### src/rtl/rgb_breath_sequencer_if.sv
// ---------------------------------------------------------------------------
// rgb_breath_sequencer_if
//   Bundles the pattern-select input and the LED-side outputs of the
//   breathing sequencer.
//   master : drives sw, observes the duty words / status (board / bench side)
//   slave  : the sequencer itself
//   sw          2  pattern select (asynchronous to clk)
//   R/G/B_time_out 8 duty words toward RGB_LED_0
//   cycle_done  1  one-clk pulse at the end of each pattern period
//   state_out   3  FSM state for debug
// ---------------------------------------------------------------------------
interface rgb_breath_sequencer_if;
    logic [1:0] sw;
    logic [7:0] R_time_out;
    logic [7:0] G_time_out;
    logic [7:0] B_time_out;
    logic       cycle_done;
    logic [2:0] state_out;

    modport master (
        output sw,
        input  R_time_out, G_time_out, B_time_out, cycle_done, state_out
    );

    modport slave (
        input  sw,
        output R_time_out, G_time_out, B_time_out, cycle_done, state_out
    );
endinterface

### src/rtl/rgb_breath_sequencer.sv
// ---------------------------------------------------------------------------
// rgb_breath_sequencer
//   Breathing pattern source for one RGB PWM channel set. A prescaler
//   produces a level-step tick; an FSM ramps a level up, holds, ramps down,
//   holds. sw selects off / white / R->G->B cycle / R->G->B crossfade.
// Ports
//   clk  system clock (shared with RGB_LED_0)
//   rst  asynchronous active-high reset
//   bus  slave side of rgb_breath_sequencer_if (sw in, duty words/status out)
// ---------------------------------------------------------------------------
module rgb_breath_sequencer #(
    parameter int STEP_DIV   = 195312,
    parameter int MAX_LEVEL  = 255,
    parameter int HOLD_STEPS = 64
) (
    input logic                   clk,
    input logic                   rst,
    rgb_breath_sequencer_if.slave bus
);
    localparam int PW = $clog2(STEP_DIV);
    localparam int HW = (HOLD_STEPS > 1) ? $clog2(HOLD_STEPS) : 1;

    localparam logic [PW-1:0] PRESC_LAST = PW'(STEP_DIV - 1);
    localparam logic [HW-1:0] HOLD_LAST  = HW'(HOLD_STEPS - 1);
    localparam logic [7:0]    MAX_L      = 8'(MAX_LEVEL);

    typedef enum logic [2:0] {
        IDLE      = 3'd0,
        RAMP_UP   = 3'd1,
        HOLD_HI   = 3'd2,
        RAMP_DOWN = 3'd3,
        HOLD_LO   = 3'd4
    } state_t;

    localparam logic [1:0] CH_R = 2'd0;
    localparam logic [1:0] CH_G = 2'd1;
    localparam logic [1:0] CH_B = 2'd2;

    state_t        state_q, state_d;
    logic [7:0]    level_q, level_d;
    logic [1:0]    chan_q, chan_d;
    logic [HW-1:0] hold_q, hold_d;
    logic [PW-1:0] presc_q, presc_d;
    logic [1:0]    sync1_q, sync2_q;
    logic          done_q, done_d;
    logic [7:0]    r_q, r_d, g_q, g_d, b_q, b_d;

    logic       tick;
    logic       restart;
    logic [1:0] mode;
    logic [1:0] chan_nxt;
    logic [7:0] fade;

    assign mode = sync2_q;
    assign tick = (presc_q == PRESC_LAST);
    // Restart is taken on the edge where the new mode lands in sync2, so the
    // pattern state and the mode switch together and outputs follow one clk later.
    assign restart  = (sync1_q != sync2_q);
    assign chan_nxt = (chan_q == CH_B) ? CH_R : chan_q + 2'd1;
    assign fade     = MAX_L - level_q;

    // State register
    always_ff @(posedge clk or posedge rst) begin
        if (rst) begin
            state_q <= IDLE;
            level_q <= '0;
            chan_q  <= CH_R;
            hold_q  <= '0;
            presc_q <= '0;
            sync1_q <= '0;
            sync2_q <= '0;
            done_q  <= 1'b0;
            r_q     <= '0;
            g_q     <= '0;
            b_q     <= '0;
        end else begin
            state_q <= state_d;
            level_q <= level_d;
            chan_q  <= chan_d;
            hold_q  <= hold_d;
            presc_q <= presc_d;
            sync1_q <= bus.sw;
            sync2_q <= sync1_q;
            done_q  <= done_d;
            r_q     <= r_d;
            g_q     <= g_d;
            b_q     <= b_d;
        end
    end

    // Next-state logic
    always_comb begin
        state_d = state_q;
        level_d = level_q;
        chan_d  = chan_q;
        hold_d  = hold_q;
        presc_d = tick ? '0 : presc_q + PW'(1);
        done_d  = 1'b0;
        if (restart) begin
            presc_d = '0;
            level_d = '0;
            hold_d  = '0;
            chan_d  = CH_R;
            state_d = (sync1_q == 2'b00) ? IDLE : RAMP_UP;
        end else if (tick) begin
            case (state_q)
                RAMP_UP: begin
                    if (level_q < MAX_L) level_d = level_q + 8'd1;
                    if (level_q >= MAX_L - 8'd1) begin
                        state_d = HOLD_HI;
                        hold_d  = '0;
                    end
                end
                HOLD_HI: begin
                    if (hold_q == HOLD_LAST) begin
                        if (mode == 2'b11) begin
                            // Crossfade never ramps down: the next colour's
                            // ramp up is the previous colour's fade out.
                            chan_d  = chan_nxt;
                            level_d = '0;
                            done_d  = 1'b1;
                            state_d = RAMP_UP;
                        end else begin
                            state_d = RAMP_DOWN;
                        end
                    end else begin
                        hold_d = hold_q + HW'(1);
                    end
                end
                RAMP_DOWN: begin
                    if (level_q != 8'd0) level_d = level_q - 8'd1;
                    if (level_q <= 8'd1) begin
                        state_d = HOLD_LO;
                        hold_d  = '0;
                    end
                end
                HOLD_LO: begin
                    if (hold_q == HOLD_LAST) begin
                        if (mode == 2'b10) chan_d = chan_nxt;
                        done_d  = 1'b1;
                        state_d = RAMP_UP;
                    end else begin
                        hold_d = hold_q + HW'(1);
                    end
                end
                default: ;
            endcase
        end
    end

    // Output mapping (registered next clk)
    always_comb begin
        r_d = '0;
        g_d = '0;
        b_d = '0;
        if (mode == 2'b01) begin
            r_d = level_q;
            g_d = level_q;
            b_d = level_q;
        end else if (mode[1]) begin
            // Mode 11 also drives the previous channel with the complement.
            case (chan_q)
                CH_R: begin
                    r_d = level_q;
                    if (mode[0]) b_d = fade;
                end
                CH_G: begin
                    g_d = level_q;
                    if (mode[0]) r_d = fade;
                end
                default: begin
                    b_d = level_q;
                    if (mode[0]) g_d = fade;
                end
            endcase
        end
    end

    assign bus.R_time_out = r_q;
    assign bus.G_time_out = g_q;
    assign bus.B_time_out = b_q;
    assign bus.cycle_done = done_q;
    assign bus.state_out  = state_q;
endmodule

### src/flat_wrapper.sv
// flat-port wrapper written by rule: the top's interface ports become plain ports
module rgb_breath_sequencer_flat 
#(
    parameter int STEP_DIV   = 195312,
    parameter int MAX_LEVEL  = 255,
    parameter int HOLD_STEPS = 64
)
  (clk, rst, bus_sw, bus_R_time_out, bus_G_time_out, bus_B_time_out, bus_cycle_done, bus_state_out);
  rgb_breath_sequencer_if bus_i ();
  input logic clk;
  input logic rst;
  input wire logic [$bits(bus_i.sw)-1:0] bus_sw;
  output wire logic [$bits(bus_i.R_time_out)-1:0] bus_R_time_out;
  output wire logic [$bits(bus_i.G_time_out)-1:0] bus_G_time_out;
  output wire logic [$bits(bus_i.B_time_out)-1:0] bus_B_time_out;
  output wire logic [$bits(bus_i.cycle_done)-1:0] bus_cycle_done;
  output wire logic [$bits(bus_i.state_out)-1:0] bus_state_out;
  assign bus_i.sw = bus_sw;
  assign bus_R_time_out = bus_i.R_time_out;
  assign bus_G_time_out = bus_i.G_time_out;
  assign bus_B_time_out = bus_i.B_time_out;
  assign bus_cycle_done = bus_i.cycle_done;
  assign bus_state_out = bus_i.state_out;
  rgb_breath_sequencer #(.STEP_DIV(STEP_DIV), .MAX_LEVEL(MAX_LEVEL), .HOLD_STEPS(HOLD_STEPS)) u_core (.clk(clk), .rst(rst), .bus(bus_i));
endmodule
### config.mk
export PLATFORM = sky130hd
export DESIGN_NAME = rgb_breath_sequencer_flat
export DESIGN_NICKNAME = d
export VERILOG_FILES = /design/src/rtl/rgb_breath_sequencer_if.sv /design/src/rtl/rgb_breath_sequencer.sv /design/src/flat_wrapper.sv
export SDC_FILE = /design/constraint.sdc
export NUM_CORES = 1
export LEC_CHECK = 0
export CORE_ASPECT_RATIO = 0.8
export CORE_MARGIN = 2
export CORE_UTILIZATION = 60
export CTS_BUF_LIST = sky130_fd_sc_hd__clkbuf_2 sky130_fd_sc_hd__clkbuf_4 sky130_fd_sc_hd__clkbuf_8
export DETAILED_ROUTE_END_ITERATION = 8
export GPL_ROUTABILITY_DRIVEN = 0
export PLACE_DENSITY = 0.83
export REMOVE_ABC_BUFFERS = 1
export SKIP_CTS_REPAIR_TIMING = 1
export SLEW_MARGIN = 30
export SYNTH_ARGS = -nofsm -noshare
export SYNTH_HDL_FRONTEND = slang
export SYNTH_SLANG_ARGS = --single-unit
### constraint.sdc
create_clock -name clk -period 2.8 [get_ports clk]
set_input_delay 0.28 -clock clk [delete_from_list [all_inputs] [get_ports clk]]
set_output_delay 0.28 -clock clk [all_outputs]
set_load 0.05 [all_outputs]
Word-level counts from Yosys, hierarchy flattened

Index checks and enable logic that the tools add are counted.

Add/sub/neg operators: 6
Magnitude comparators: 3
Equality and inequality tests: 21
Multiplexer cells: 48
Reduce and logical (&&, ||, !) cells: 13

Operator list:

| operator                                                              | number |
|---|---|
| 8-bit two-way mux                                                     | 13 |
| 8-bit one-hot mux with 2 select lines                                 | 3 |
| 18-bit two-way mux                                                    | 2 |
| 6-bit two-way mux                                                     | 5 |
| 3-bit by 1-bit != test with 1-bit output, second input constant       | 8 |
| 8-bit one-hot mux with 3 select lines                                 | 1 |
| 18-bit by 1-bit adder with 18-bit output, second input constant       | 1 |
| 18-bit equality test, second input constant                           | 1 |
| 3-bit two-way mux                                                     | 6 |
| 6-bit one-hot mux with 3 select lines                                 | 1 |
| 6-bit AND reduction                                                   | 3 |
| 2-bit two-way mux                                                     | 8 |
| 3-bit one-hot mux with 4 select lines                                 | 1 |
| 8-bit by 1-bit adder with 8-bit output, second input constant         | 1 |
| 8-bit greater-or-equal comparator, second input constant              | 1 |
| 8-bit by 1-bit <= comparator with 1-bit output, second input constant | 1 |
| 8-bit < comparator, second input constant                             | 1 |
| 4-bit nonzero test                                                    | 2 |
| 8-bit nonzero test                                                    | 1 |
| 8-bit by 1-bit subtractor with 8-bit output, second input constant    | 1 |
| 8-bit subtractor, first input constant                                | 1 |
| 6-bit by 1-bit adder with 6-bit output, second input constant         | 1 |
| 2-bit equality test, second input constant                            | 3 |
| 3-bit by 2-bit equality test with 1-bit output, second input constant | 2 |
| 16 further kinds                                                      | 23 |

Register bits: 66
Input port bits: 4
Output and inout bits: 28
Logic and storage cells: 102

Logic depth before layout (Yosys ltp)

Gate-level depths: netlist of run 1.

Depth after elaboration: 7
Gate-level depth with buffers: 9

Least setup slack after synthesis of run 1

OpenSTA, ideal clock, no wires.

Path kind: reg2reg
Start point: register u_core.level_q[0]
End point: register u_core.level_q[6]
Arrival time: 2245 ps
Data required time: 2706 ps
Path slack: 461 ps
Cell stages (with the launch flop): 9
Clock period less this slack: 2339 ps
Path through: dfrtp_1 -> clkbuf_1 -> inv_1 -> ha_1 -> or3b_2 -> nor2_1 -> a21oi_1 -> or4_4 -> a221oi_2

Longest elaborated chain between the ends: 5
Elaborated cells on any way between the ends: 12
Classes of those cells: add/sub (2); order compare (1); eq/ne (2); mux (5); reduce/logical (2)

RTL lines:

| what                                                                                                  | line                                                     | text |
|---|---|---|
| start, declared                                                                                       | rgb_breath_sequencer.sv:40                               | `logic [7:0] level_q, level_d;` |
| start signal, assigned                                                                                | rgb_breath_sequencer.sv:78                               | `level_q <= level_d;` |
| 8-bit by 1-bit subtractor with 8-bit output or 8-bit by 1-bit adder with 8-bit output (tied branches) | rgb_breath_sequencer.sv:131, rgb_breath_sequencer.sv:108 |  |
| 8-bit two-way mux, on equally long branches                                                           | rgb_breath_sequencer.sv:131, rgb_breath_sequencer.sv:108 |  |
| 8-bit one-hot mux with 3 select lines                                                                 | rgb_breath_sequencer.sv:106                              | `case (state_q)` |
| 8-bit two-way mux                                                                                     | rgb_breath_sequencer.sv:105                              | `end else if (tick) begin` |
| 8-bit two-way mux                                                                                     | rgb_breath_sequencer.sv:99                               | `if (restart) begin` |

Several ways; a longest one is shown, not always the timed one. The select of a mux whose other input is x is not followed.
A chain may end at the register's enable or synchronous reset.

Worst setup path in the final report of run 1

Same ends and word-level chain as after synthesis.

==> results of run 1 <==
[power groups by stage]
stage / Combinational, mW / Sequential [mW] / Clock (mW)
final: 1.41 / 1.29 / 0.975
after global routing: 1.52 / 1.32 / 1.03
after CTS: 1.39 / 1.28 / 0.989
after detailed placement: 1.37 / 1.30 / 0
after global placement: 1.35 / 1.29 / 0
after floorplan: 0.666 / 1.58 / 0
[critical path, stage by stage (launching register included)]
cell	delay [ns]
dfrtp_1	0.53
inv_1	0.21
ha_1	0.25
or3b_2	0.49
nor2_1	0.16
a21oi_1	0.09
or4_4	0.42
a221oi_2	0.26
[final timing paths]
path	endpoint	slack, ns	cells past startpoint
max in group asynchronous	u_core.bus.R_time_out[1]$_DFF_PP0_	1.79	3
min in group clk	u_core.sync1_q[1]$_DFF_PP0_	0.37	1
hold reg to reg	u_core.mode[0]$_DFF_PP0_	0.42	0
setup reg to reg	u_core.level_q[6]$_DFFE_PP0P_	0.29	7
setup / recovery	u_core.level_q[6]$_DFFE_PP0P_	0.29	7
hold / removal	u_core.presc_q[15]$_DFF_PP0_	0.28	2
[layout by cell type, fill, tap and decap left out, drive strengths merged, types with 4 or more instances in the layout]
cell type	n
nand4	6
a31oi	7
ha	6
dfrtp	66
o41ai	4
clkbuf	10
nor2b	5
xnor2	10
nand2	38
nand3	15
a21o	4
o21ai	35
o31ai	9
buf	7
nand2b	9
a21oi	17
inv	9
nor3	13
or3	8
nor2	36
or4	4
clkdlybuf4s50	31
xor2	8
and4	6
[routing by layer]
| layer | track usage [%] | vias up |
|---|---|---|
| li1 | - | 1426 |
| met1 | 41.9 | 1449 |
| met2 | 39.7 | 163 |
| met3 | 8.87 | 14 |
| met4 | 7.96 | 0 |
| met5 | 0 | - |
[layout make-up]
class                      count  area [sq um]
clock buffer                  10           131
clock inverter                 6           115
fill                         401          1420
inverter                       9          33.8
multi-input combinational    281          1750
sequential                    66          1650
tap                           78          97.6
timing repair buffer          38           363
[stage by stage]
step                      setup slack [ns]  hold slack [ns]  area, sq um  power [mW]
after floorplan                      0.415            0.311         3430        2.24
after global placement               0.452            0.405         3890        2.64
after detailed placement             0.373            0.406         3890        2.67
after CTS                            0.343            0.293         4140        3.66
after global routing                 0.122            0.326         4140        3.87
final                                0.289            0.278         4140        3.68
[cell families (layout without fill, tap and decap cells)]
family / count (synthesis) / count (layout) / share of synthesized area [%]
AOI/OAI and AO/OA: 97 / 97 / 18.1
adders and majority gates: 6 / 6 / 2.13
xor gates and xnor gates: 18 / 18 / 4.48
and+or+nand+nor: 155 / 155 / 23.3
muxes: 5 / 5 / 1.53
DFF: 66 / 66 / 46.9
buffers and inverters: 31 / 63 / 3.55
[registers in the layout (all words and copies together) (netlist names)]
signal / count
u_core.hold_q: 6
u_core.presc_q: 18
u_core.level_q: 8
u_core.bus.R_time_out: 8
u_core.mode: 2
u_core.chan_q: 2
u_core.bus.cycle_done: 1
u_core.sync1_q: 2
u_core.bus.B_time_out: 8
u_core.bus.state_out: 3
u_core.bus.G_time_out: 8
==> reports/qor.txt, run 1 <==
Final wirelength -> 8160 um
Tot GR Track Use -> 28.1%
Clock power share -> 26.5%
DR pass1 iterations -> 7
Leakage power -> 1.76 nW
CTS tree -> yes
Drt drc -> 0
Register area share after synthesis -> 46.9%
Final setup violation count -> 0
CP endpoint kind -> flip-flop
Area of the mapped netlist -> 3520 sq um
Antenna-violating nets left -> 0
Post-synth top cells -> dfrtp_1 (66), nand2_1 (38), nor2_1 (36)
Period utilisation layout -> 89.7%
Top routing layer in use -> met4
Vias/cell -> 6.25
Max Root-Sink Buffers -> 2
Number of synthesized flops with an enable pin -> 0
Drt initial violations -> 236
Switching Share -> 40.6%
Synth warn -> 0
Mapped Cells -> 378
Unique masters post-synth -> 58
Internal -> 2.18 mW
Type of the worst min-delay path -> in -> async
WP data arrival -> 2.77 ns
Non-Filler Instances -> 488
Outcome -> complete, no violations
Synth top area share -> 46.9%
Worst-Margin Slew -> 0.651 ns
Grt ovf -> 0
Initial antenna violation count -> 0
Final min period -> 2.51 ns
Setup TNS -> 0 ns
Die H -> 72.5 um
Post-synth top area cell -> dfrtp_1
Met2 Routed Length -> 3650 um
Syn Area/Cell -> 9.32 sq um
Critical path class -> reg -> reg
Routed wire per std cell -> 16.7 um
Vias -> 3052
Final hold violation count -> 0
Max FO, Critical Path -> 14
Die X -> 89.7 um
Worst r2r src -> u_core.level_q[0]$_DFFE_PP0P_
Power Density -> 889 nW/um^2
Top_reg_cell synth -> dfrtp_1
Worst Path Required -> 3.06 ns
Post-Route M1 WL -> 3730 um
H-Tree Depth -> 3
FP Rows -> 24
Area delta synth->final -> 17.5%
Ant. Diodes -> 0
Met3 wire len -> 677 um
Core ar. -> 5560 sq um
Largest net degree at the start of global routing -> 28
Final nets -> 415
Layout cells sized above 1 -> 9.27%
Clock slew at reported path FFs -> 0.07 ns
Die Area -> 6500 sq um
Vias in the first global route -> 2847
Rel. slew slack -> 56.5%
Number of top-level pins -> 32
Largest vdd supply drop -> 0.000646 V
TritonCTS Sinks -> 66
Worst setup SP type -> flip-flop
Final setup skew -> 0.0102 ns
Share of async-settable or async-resettable flops after synthesis -> 100%
Root Buffer -> clkbuf_8
Dpl cells -> 472
Combinational share of power -> 38.4%
Sequential share of power -> 35.1%
Top cells by area, synth -> dfrtp_1 (47%), o21ai_0 (5.0%), nand2_1 (4.0%), nor2_1 (3.8%), xnor2_1 (2.5%)
Clock Latency Late Sink -> 0.35 ns
Synthesized flop and latch total -> 66
Final Util -> 74.5%
RSZ-0062 raised after global routing -> no
Sw power -> 1.49 mW
# Max-Cap Violations -> 0
CP Launch Point -> u_core.level_q[0]$_DFFE_PP0P_
IO buf count -> 31
First-pass GRT wire length -> 14000 um
Pins Over Slew Limit -> 0
Num CTS Buffers -> 9
Most common cell in the synthesized netlist -> dfrtp_1
DP HPWL -> 5580 um
Initial Utilization -> 63.4%
Max Clk Rate -> 398 MHz
No activity file was read; power rests on OpenSTA's default activity.
==> run 2: changes to the inputs <==
- CELL_PAD_IN_SITES_DETAIL_PLACEMENT: not set -> 1
- CELL_PAD_IN_SITES_GLOBAL_PLACEMENT: not set -> 2
- CORE_MARGIN: 2 -> 10
- CORE_UTILIZATION: 60 -> 37
- PLACE_DENSITY: 0.83 -> not set
- PLACE_DENSITY_LB_ADDON: not set -> 0.1
==> reports/qor.txt, run 2 (synthesis results as in run 1) <==
Outcome -> complete, no violations
Initial antenna violation count -> 0
Root Buffer -> clkbuf_8
R2r endpoint -> u_core.level_q[6]$_DFFE_PP0P_
H-Tree Depth -> 3
Worst Setup EP -> u_core.level_q[6]$_DFFE_PP0P_
Leakage power -> 1.77 nW
Ant. Diodes -> 0
Number of flip-flops in the largest register -> 18
Setup TNS -> 0 ns
Initial Utilization -> 38.5%
Clock Latency Late Sink -> 0.36 ns
Final Util -> 45.7%
Worst r2r src -> u_core.level_q[1]$_DFFE_PP0P_
Final nets -> 421
Die H -> 107 um
Internal -> 2.05 mW
Power, Total -> 3.58 mW
Vias/cell -> 5.60
Number of top-level pins -> 32
CP endpoint kind -> flip-flop
Final setup violation count -> 0
Commonest non-fill, non-tap cell in the layout -> dfrtp_1
CTS tree -> yes
Critical path class -> reg -> reg
Area delta synth->final -> 18.8%
DP HPWL -> 6950 um
Max FO, Critical Path -> 11
Period utilisation layout -> 86.3%
Top reg by flops -> u_core.presc_q
Worst setup SP type -> flip-flop
Placed cell area -> 3980 sq um
Filler cells -> 1057
Grt ovf -> 0
Drt initial violations -> 114
Register Area -> 1650 sq um
Sequential share of power -> 34.9%
Largest vdd supply drop -> 0.000429 V
R2R cell count -> 7
Max Root-Sink Buffers -> 2
Worst-Margin Slew -> 0.674 ns
Vias -> 2973
FP Rows -> 31
Worst Path Required -> 3.07 ns
CP Launch Point -> u_core.level_q[1]$_DFFE_PP0P_
Combinational share of power -> 42.1%
IO buf count -> 31
Max Clk Rate -> 414 MHz
TritonCTS Sinks -> 66
Clock slew at reported path FFs -> 0.08 ns
Final wirelength -> 9590 um
Routed wire per std cell -> 18.1 um
Pins Over Slew Limit -> 0
Die Area -> 13800 sq um
Fin area -> 4190 sq um
Sw power -> 1.53 mW
Switching Share -> 42.7%
# Max-Cap Violations -> 0
Drt drc -> 0
Largest net degree at the start of global routing -> 33
Die X -> 129 um
Final setup skew -> 0.00917 ns
CP max stage delay -> 0.50 ns
Antenna-violating nets left -> 0
Clock power share -> 23.0%
Power Density -> 855 nW/um^2
Vias in the first global route -> 2986
DR pass1 iterations -> 4
CP max-delay cell -> dfrtp_1
Highest-count cells in the layout ignoring fill and taps -> dfrtp_1 (66), nand2_1 (38), nor2_1 (36)
Tot GR Track Use -> 14.5%
Num CTS Buffers -> 9
Layout cells sized above 1 -> 10.6%
Core ar. -> 9150 sq um
WP data arrival -> 2.69 ns
RSZ-0062 raised after global routing -> no
Critical-path cell list -> inv_1 -> ha_1 -> or3b_2 -> nor2_1 -> a21oi_1 -> or4_4 -> a221oi_2
First-pass GRT wire length -> 16000 um
Reg-to-reg slack, setup -> 0.38 ns
Rel. slew slack -> 55.0%
Area occupied by multi-input gates -> 1750 sq um
Type of the worst min-delay path -> in -> async
Final min period -> 2.42 ns
Final hold violation count -> 0
-- run 2: cell types whose count changed in the layout (fill, tap and decap cells not counted), sizes merged --
cell / before / now
buf: 7 / 13
bufinv: 3 / 1
clkinv: 2 / 3
inv: 9 / 10
-- run 2: worst min-delay path by stage --
| stage | start | end | cells past startpoint |
|---|---|---|---|
| CTS | rst | u_core.presc_q[6]$_DFF_PP0_ | 2 |
| floorplan | bus_sw[0] | u_core.sync1_q[0]$_DFF_PP0_ | 0 |
| detailed placement | u_core.sync1_q[1]$_DFF_PP0_ | u_core.mode[1]$_DFF_PP0_ | 0 |
| global route | rst | u_core.presc_q[9]$_DFF_PP0_ | 2 |
| global placement | u_core.sync1_q[1]$_DFF_PP0_ | u_core.mode[1]$_DFF_PP0_ | 0 |
| finish | rst | u_core.presc_q[6]$_DFF_PP0_ | 2 |
-- run 2: power groups by stage --
stage | Clock, mW | Sequential, mW | Combinational, mW
floorplan | 0 | 1.58 | 0.666
global placement | 0 | 1.26 | 1.50
detailed placement | 0 | 1.27 | 1.50
CTS | 0.855 | 1.25 | 1.51
global route | 0.891 | 1.28 | 1.64
finish | 0.824 | 1.25 | 1.51
-- run 2: area by class of cell --
| class | instances | share of cell area, % |
|---|---|---|
| multi-input cells | 281 | 41.7 |
| flip-flops and latches | 66 | 39.5 |
| repair buffers | 44 | 9.75 |
| well taps | 115 | 3.44 |
| clock buffers | 10 | 3.29 |
| clock inverters | 6 | 1.55 |
| inverters | 9 | 0.807 |
-- run 2: metrics by stage --
stage | worst slack, ns | instances | hold slack [ns]
2_1_floorplan | 0.415 | 356 | 0.311
3_5_place_dp | 0.423 | 515 | 0.424
4_1_cts | 0.400 | 531 | 0.110
5_1_grt | 0.257 | 531 | 0.122
6_report | 0.383 | 531 | 0.118
3_3_place_gp | 0.479 | 515 | 0.415
-- run 2: worst max-delay path: cells and delay by family, from the launching register on --
family	cells	cell delay (ns)
and+or+nand+nor	3	1.06
AOI/OAI and AO/OA	2	0.35
DFF	1	0.50
adders and majority gates	1	0.25
buffers and inverters	1	0.18
-- run 2: metal layers --
| layer | share of wire [%] | vias to the layer above | GRT usage [%] |
|---|---|---|---|
| li1 | - | 1429 | - |
| met1 | 51 | 1489 | 20.4 |
| met2 | 43 | 44 | 20.7 |
| met3 | 5.2 | 11 | 4.28 |
| met4 | 1.3 | 0 | 5.11 |
| met5 | 0 | - | 0 |
